File: config.mk
export PLATFORM = sky130hd
export DESIGN_NAME = parking_gate_arbiter
export DESIGN_NICKNAME = d
export VERILOG_FILES = /design/src/rtl/parking_gate_arbiter.sv
export SDC_FILE = /design/constraint.sdc
export NUM_CORES = 1
export LEC_CHECK = 0
export CAP_MARGIN = 5
export CORE_UTILIZATION = 46
export CTS_CLUSTER_DIAMETER = 100
export DETAILED_ROUTE_END_ITERATION = 10
export PLACE_DENSITY = 0.85
export SLEW_MARGIN = 20
export SYNTH_ARGS = -nofsm -noshare
export SYNTH_HDL_FRONTEND = slang
export SYNTH_SLANG_ARGS = --single-unit
File: constraint.sdc
create_clock -name clk -period 1.6 [get_ports clk]
set_clock_uncertainty 0.1 [all_clocks]
set_input_delay 0.32 -clock clk [delete_from_list [all_inputs] [get_ports clk]]
set_output_delay 0.32 -clock clk [all_outputs]
set_load 0.005 [all_outputs]
File: src/rtl/parking_gate_arbiter.sv
// Barrier gate arbiter: shares one gate between entrance and exit lanes, gates entry
// behind a two-digit password, tracks occupancy and locks the entrance after repeated failures.
module parking_gate_arbiter #(
    parameter int unsigned CAPACITY    = 8,
    parameter int unsigned CNT_W       = 4,
    parameter int unsigned OPEN_CYCLES = 16,
    parameter logic [1:0]  PASS_1      = 2'b01,
    parameter logic [1:0]  PASS_2      = 2'b10,
    parameter int unsigned MAX_TRIES   = 3,
    parameter int unsigned LOCK_CYCLES = 32
) (
    input  logic             clk,
    input  logic             reset,
    input  logic             sensor_entrance,
    input  logic             sensor_exit,
    input  logic [1:0]       password_1,
    input  logic [1:0]       password_2,
    input  logic             password_valid,
    input  logic             car_passed,
    output logic             gate_open,
    output logic             grant_entrance,
    output logic             grant_exit,
    output logic             GREEN_LED,
    output logic             RED_LED,
    output logic [CNT_W-1:0] occupancy,
    output logic             lot_full,
    output logic             lockout
);

    localparam int unsigned TMax    = (OPEN_CYCLES > LOCK_CYCLES) ? OPEN_CYCLES : LOCK_CYCLES;
    localparam int unsigned TimerW  = $clog2(TMax + 1);
    localparam int unsigned TriesW  = $clog2(MAX_TRIES + 1);

    typedef enum logic [2:0] {
        StIdle,
        StWaitPass,
        StOpenIn,
        StOpenOut,
        StLocked
    } state_e;

    state_e              state_q, state_d;
    logic [CNT_W-1:0]    occ_q, occ_d;
    logic                lot_full_q, lot_full_d;
    logic [TriesW-1:0]   tries_q, tries_d;
    logic [TimerW-1:0]   timer_q, timer_d;
    // 1: exit lane was served last, 0: entrance lane
    logic                last_exit_q, last_exit_d;

    logic                elig_ent, elig_exit;
    logic                pass_ok, open_timeout, lock_done;
    logic [TriesW-1:0]   tries_inc;

    always_comb begin
        elig_ent     = sensor_entrance && !lot_full_q;
        elig_exit    = sensor_exit && (occ_q != '0);
        pass_ok      = (password_1 == PASS_1) && (password_2 == PASS_2);
        open_timeout = (timer_q == TimerW'(OPEN_CYCLES - 1));
        lock_done    = (timer_q == TimerW'(LOCK_CYCLES - 1));
        tries_inc    = tries_q + TriesW'(1);
    end

    always_comb begin
        state_d     = state_q;
        occ_d       = occ_q;
        tries_d     = tries_q;
        timer_d     = timer_q;
        last_exit_d = last_exit_q;

        unique case (state_q)
            StIdle: begin
                timer_d = '0;
                // On a tie the lane that was not served last wins
                if (elig_exit && (!elig_ent || !last_exit_q)) begin
                    state_d     = StOpenOut;
                    last_exit_d = 1'b1;
                end else if (elig_ent) begin
                    state_d     = StWaitPass;
                    last_exit_d = 1'b0;
                end
            end
            StWaitPass: begin
                timer_d = '0;
                if (password_valid) begin
                    if (pass_ok) begin
                        state_d = StOpenIn;
                        tries_d = '0;
                    end else begin
                        tries_d = tries_inc;
                        if (tries_inc == TriesW'(MAX_TRIES)) begin
                            state_d = StLocked;
                        end
                    end
                end else if (!sensor_entrance) begin
                    state_d = StIdle;
                end
            end
            StOpenIn, StOpenOut: begin
                timer_d = timer_q + TimerW'(1);
                if (car_passed) begin
                    state_d = StIdle;
                    timer_d = '0;
                    if (state_q == StOpenIn) begin
                        if (occ_q < CNT_W'(CAPACITY)) occ_d = occ_q + CNT_W'(1);
                    end else begin
                        if (occ_q != '0) occ_d = occ_q - CNT_W'(1);
                    end
                end else if (open_timeout) begin
                    state_d = StIdle;
                    timer_d = '0;
                end
            end
            StLocked: begin
                timer_d = timer_q + TimerW'(1);
                if (lock_done) begin
                    state_d = StIdle;
                    timer_d = '0;
                    tries_d = '0;
                end
            end
            default: begin
                state_d = StIdle;
                timer_d = '0;
            end
        endcase

        lot_full_d = (occ_d == CNT_W'(CAPACITY));
    end

    always_ff @(posedge clk) begin
        if (reset) begin
            state_q     <= StIdle;
            occ_q       <= '0;
            lot_full_q  <= (CAPACITY == 0);
            tries_q     <= '0;
            timer_q     <= '0;
            last_exit_q <= 1'b0;
        end else begin
            state_q     <= state_d;
            occ_q       <= occ_d;
            lot_full_q  <= lot_full_d;
            tries_q     <= tries_d;
            timer_q     <= timer_d;
            last_exit_q <= last_exit_d;
        end
    end

    always_comb begin
        gate_open      = 1'b0;
        grant_entrance = 1'b0;
        grant_exit     = 1'b0;
        GREEN_LED      = 1'b0;
        RED_LED        = 1'b0;
        lockout        = 1'b0;
        unique case (state_q)
            StIdle: ;
            StWaitPass: begin
                grant_entrance = 1'b1;
                RED_LED        = 1'b1;
            end
            StOpenIn: begin
                grant_entrance = 1'b1;
                gate_open      = 1'b1;
                GREEN_LED      = 1'b1;
            end
            StOpenOut: begin
                grant_exit = 1'b1;
                gate_open  = 1'b1;
                GREEN_LED  = 1'b1;
            end
            StLocked: begin
                lockout = 1'b1;
                RED_LED = 1'b1;
            end
            default: ;
        endcase
        occupancy = occ_q;
        lot_full  = lot_full_q;
    end

endmodule

# Yosys cells after proc, flatten, opt, wreduce, memory -nomap -nowiden
# Index checks and enable logic that the tools add are counted.
# W data, S select, Z words.
[classes]
addsub = 4
n_lt_le_gt_ge = 1
n_eq_ne = 16
mux = 30
n_reduce_logical = 18
[ops]
columns = ["cell", "count"]
rows = [
  ["$mux W3", 9],
  ["$mux W4", 5],
  ["$mux W6", 3],
  ["$pmux W3 S4", 1],
  ["$pmux W6 S2", 1],
  ["$mux W1", 7],
  ["$add A6 B1 Y6 const B", 1],
  ["$eq A3 B2 Y1 const B", 2],
  ["$eq A6 B4 Y1 const B", 1],
  ["$eq A6 B5 Y1 const B", 1],
  ["$mux W2", 3],
  ["$ne A3 B3 Y1 const B", 2],
  ["$reduce_or A2 Y1", 3],
  ["$reduce_and A5 Y1", 1],
  ["$add A4 B1 Y4 const B", 1],
  ["$eq A2 B2 Y1 const B", 2],
  ["$eq A4 B4 Y1 const B", 1],
  ["$logic_and A1 B1 Y1", 4],
  ["$lt A4 B4 Y1 const B", 1],
  ["$ne A2 B2 Y1 const B", 2],
  ["$ne A4 B4 Y1 const B", 1],
  ["$pmux W2 S2", 1],
  ["$reduce_bool A2 Y1", 2],
  ["$reduce_bool A4 Y1", 1],
  ["11 further kinds", 13],
]
[totals]
reg_bits = 17
in_bits = 10
output_inout_bits = 11
word_cells = 75

# Depth between registers and ports, before layout
[logic_depth]
depth_word = 7
ltp_mapped = 6
ltp_nobuf = 6

# Least setup slack after synthesis
# No wires, ideal clock.
[synth_timing]
path_kind = "flip-flop to flip-flop"
from = "register tries_q[0]"
to = "register state_q[0]"
setup_time_ns = 0.088
t_arrival_ns = 1.455
required_time_ns = 1.412
slack_ns = -0.044
stages_incl_launch_ff = 6
n_path_buf = 0
period_less_slack_ns = 1.644
cell_sequence = "dfxtp_1 > inv_1 > ha_1 > or4b_4 > and4_1 > a311oi_2"
[synth_via]
elab_chain_cells = 4
[synth_rtl]
columns = ["element", "line", "text"]
rows = [
  ["start, declared", "45", "logic [TriesW-1:0] tries_q, tries_d;"],
  ["start signal, assigned", "142", "tries_q <= tries_d;"],
  ["$add A2 B1 Y2", "60", "tries_inc = tries_q + TriesW'(1);"],
  ["$eq A2 B2 Y1", "90", "if (tries_inc == TriesW'(MAX_TRIES)) begin"],
  ["$ne A4 B4 Y1 (no source line)", "-", ""],
  ["$reduce_and A5 Y1 (no source line)", "-", ""],
  ["end signal, assigned", "132", "state_q <= StIdle;"],
  ["end signal, assigned", "139", "state_q <= state_d;"],
  ["end, declared", "42", "state_e state_q, state_d;"],
]
# No other way between the ends.
# A chain may end at the register's enable or synchronous reset.

# Worst setup path after layout
[layout_timing]
from = "register state_q[2]"
to = "register state_q[0]"
[layout_via]
elab_chain_cells = 4
word_cells_on_any_way = 13
cone_classes = "9 x eq/ne; 1 x mux; 3 x reduce/logical"
[layout_rtl]
columns = ["element", "line", "text"]
rows = [
  ["$eq A3 B2 Y1", "70", "unique case (state_q)"],
  ["$reduce_or A2 Y1 (no source line)", "-", ""],
  ["$ne A3 B1 Y1 (no source line)", "-", ""],
  ["$reduce_and A5 Y1 (no source line)", "-", ""],
]
# Several ways; a longest one is shown, not always the timed one.

==> results.yml <==
yosys:
  yosys_warnings: 0
  synthTopCellsByArea: "dfxtp_1, nor2_1, xnor2_1"
  ys_seq_area_share_pct: 30.6
  syn-num-nets: 143
  synth_top_area_share_pct: 30.6
  synth_simple_gate_area_share_pct: 34.6
  muxShareOfSynthArea_pct: 1.80
  ys_types: 49
  netlist_instances: 129
  synth_compound_area_share_pct: 15.5
  synthXorXnorAreaFrac_pct: 5.51
  synthArstFlopShare_pct: 0
  yosys_most_used_dff: "dfxtp_1"
  synth_fa_ha_area_share_pct: 4.50
  synthesis.area_um2: 1110
  ys_ff_latch: 17
  synth-edff-count: 0
  avgSynthCellArea_um2: 8.62
  synth_top_family_by_area: "simple AND/OR/NAND/NOR gates"
  yosys.area.top_type: "dfxtp_1"
power_and_ir_drop:
  peakVddDrop_mv: 0.614
  power_leakage_nw: 0.816
  powerDensity_nw_per_um2: 445
  finalPower_mw: 0.842
timing:
  period_needed_ns: 1.80
  tightestPinTransition_ns: 0.415
  rsz0062_at_grt: "yes"
  relSlewSlack_pct: 72.2
  finalMaxSlewViolations: 0
  fmax_mhz: 554
  whs_ns: 0.392
  hold_viol_final: 0
  fin_crit_sh_pct: 113
  finalSetupViolCount: 15
  setup-tns-final_ns: -1.79
  worst_slack_ns: -0.203
final_layout:
  layout.nets: 209
  final_util_pct: 83.9
  nFillCells: 113
  num_antenna_cells: 0
  regArea_um2: 364
  multi_input_area_um2: 831
  mostFrequentLayoutCells: "buf_4, buf_6, nor2_1, clkdlybuf4s50_1, inv_1"
  drive_gt1_share_pct: 50.5
  final_common_cell: "buf_4"
  syn_to_final_growth_pct: 70.0
run:
  drv_cap: 0
placement:
  dpl.hpwl_um: 2290
  globalplace.congestion: 0.887
  numPortBuffers: 20
  post-place-ws_ns: -0.418
cts:
  clk_pin_slew_ns: 0.10
  ctsHtreeMaxLevel: 1
  clock-root-buffer: "clkbuf_4"
  clk_latency_ns: 0.30
  cts_made_buffers: 3
  cts_hold_buffers: 0
  clock_sinks: 17
  clk_path_buf_depth: 2
  cts_tree: "built"
outcome:
  violations: "negative setup slack"
  status: "complete, but fails checks"
critical_path:
  cp-start-kind: "flip-flop"
  critPathBufInv: 2
  critPathKind: "flip-flop to flip-flop"
  crit_arrival_ns: 1.90
  path_max_fanout: 3
  worst_ep_required_time_ns: 1.69
  crit_path_max_incr_delay_ns: 0.47
  crit_slowest_cell: "or4b_4"
  path_delay_family: "simple AND/OR/NAND/NOR gates"
  cp_common_cell: "buf_6"
  worst-r2r-setup-slack_ns: -0.20
  crit_chain: "buf_6 -> buf_6 -> nor2_4 -> or4b_4 -> and4_1 -> a311oi_2"
  worst_setup_path_end_kind: "flip-flop"
drt:
  wl_met1_um: 1620
  dr.pass1.iters: 4
  maxUsedRoutingLayer: "met4"
  dr_wl_met2_um: 2150
  vias: 1335
  drc: 0
  wire_per_inst_um: 19.1
  vias_per_cell: 6.01
  final_antenna_net_count: 0
  drt_wl_total_um: 4240
  met3_length_um: 243
  drtIter0Drc: 40
grt:
  grt_pass1_vias: 1251
  grt_start_max_net_pins: 11
  antenna_found_initial: 0
  grt_pass1_wl_um: 5850
  grtUsageTotal_pct: 31.0
  grt_overflow_total: 0
floorplan:
  chipWidth_um: 51.2
  die_area_um2: 2620
  initial_core_util_pct: 49.3
  core_area_um2: 2250
  rows: 17
  io_pins: 21
  dieHeight_um: 51.2
hold_path:
  min_path_type: "flip-flop to flip-flop"
## path summary, 6_finish.rpt
| kind | end | cells past startpoint | start |
|---|---|---|---|
| max | state_q[0]$_SDFFE_PP0P_ | 6 | state_q[2]$_SDFFE_PP0P_ |
| min | tries_q[1]$_SDFFE_PP0P_ | 2 | tries_q[1]$_SDFFE_PP0P_ |
| max reg2reg | state_q[0]$_SDFFE_PP0P_ | 6 | state_q[2]$_SDFFE_PP0P_ |
| min reg2reg | tries_q[1]$_SDFFE_PP0P_ | 2 | tries_q[1]$_SDFFE_PP0P_ |
## power breakdown
part           switching (mW)  internal (mW)  leakage [nW]  total [mW]
clock                   0.141         0.0973        0.0150       0.238
sequential            0.00454          0.423         0.144       0.427
combinational          0.0797         0.0966         0.657       0.176
## sequential cells by signal (all words and copies together) (netlist names)
name / flops
last_exit_q: 1
lot_full: 1
occupancy: 4
state_q: 3
timer_q: 6
tries_q: 2
## synthesized netlist by cell type (all sizes together) (2+ instances only)
library cell / instances
xnor2: 6
and2b: 2
and4: 2
nor3: 5
mux2i: 2
o21ai: 6
and3b: 2
o211ai: 3
nor3b: 4
nor4bb: 2
ha: 4
nand2: 4
nand3: 3
and2: 2
nand4b: 3
nor2b: 2
nand2b: 2
nor2: 16
inv: 9
dfxtp: 17
buf: 6
a21oi: 2
a211oi: 3
nand4: 3
## what timing repair did
| item | 4_1_cts | 5_1_grt |
|---|---|---|
| pin swaps | 14 | 13 |
| setup buffers | 10 | 6 |
| setup endpoints to repair | 24 | 23 |
| resized for setup | 58 | 34 |
## cell families (layout without fill, tap and decap cells)
group           count (synthesis)  count (layout)
simple gates                   59              59
compound gates                 24              24
flops                          17              17
buf+inv                        16              81
xor+xnor                        7               7
fa+ha+maj                       4               4
mux                             2               2
## metrics by stage
stage,instance area [um2],std cells
after floorplan,1120,129
after global placement,1540,202
after detailed placement,1540,202
after CTS,1710,216
after global routing,1890,222
final,1890,222
## cell type report
class / instances / share of cell area, %
clock buffers: 4 / 1.39
inverters: 9 / 1.79
multi-input cells: 96 / 43.9
flip-flops and latches: 17 / 19.3
well taps: 28 / 1.85
repair buffers: 68 / 31.8
## routing by layer
| layer | track usage [%] | vias to the layer above |
|---|---|---|
| met5 | 0 | - |
| met3 | 3.87 | 27 |
| li1 | - | 600 |
| met4 | 17.6 | 0 |
| met1 | 33.5 | 634 |
| met2 | 57.0 | 74 |
## worst min-delay path, cell delays in order (launching register included)
cell and delay, ns:
dfxtp_1 0.33, nand2_1 0.06, o32ai_1 0.06
No activity file was read; power rests on OpenSTA's default activity.
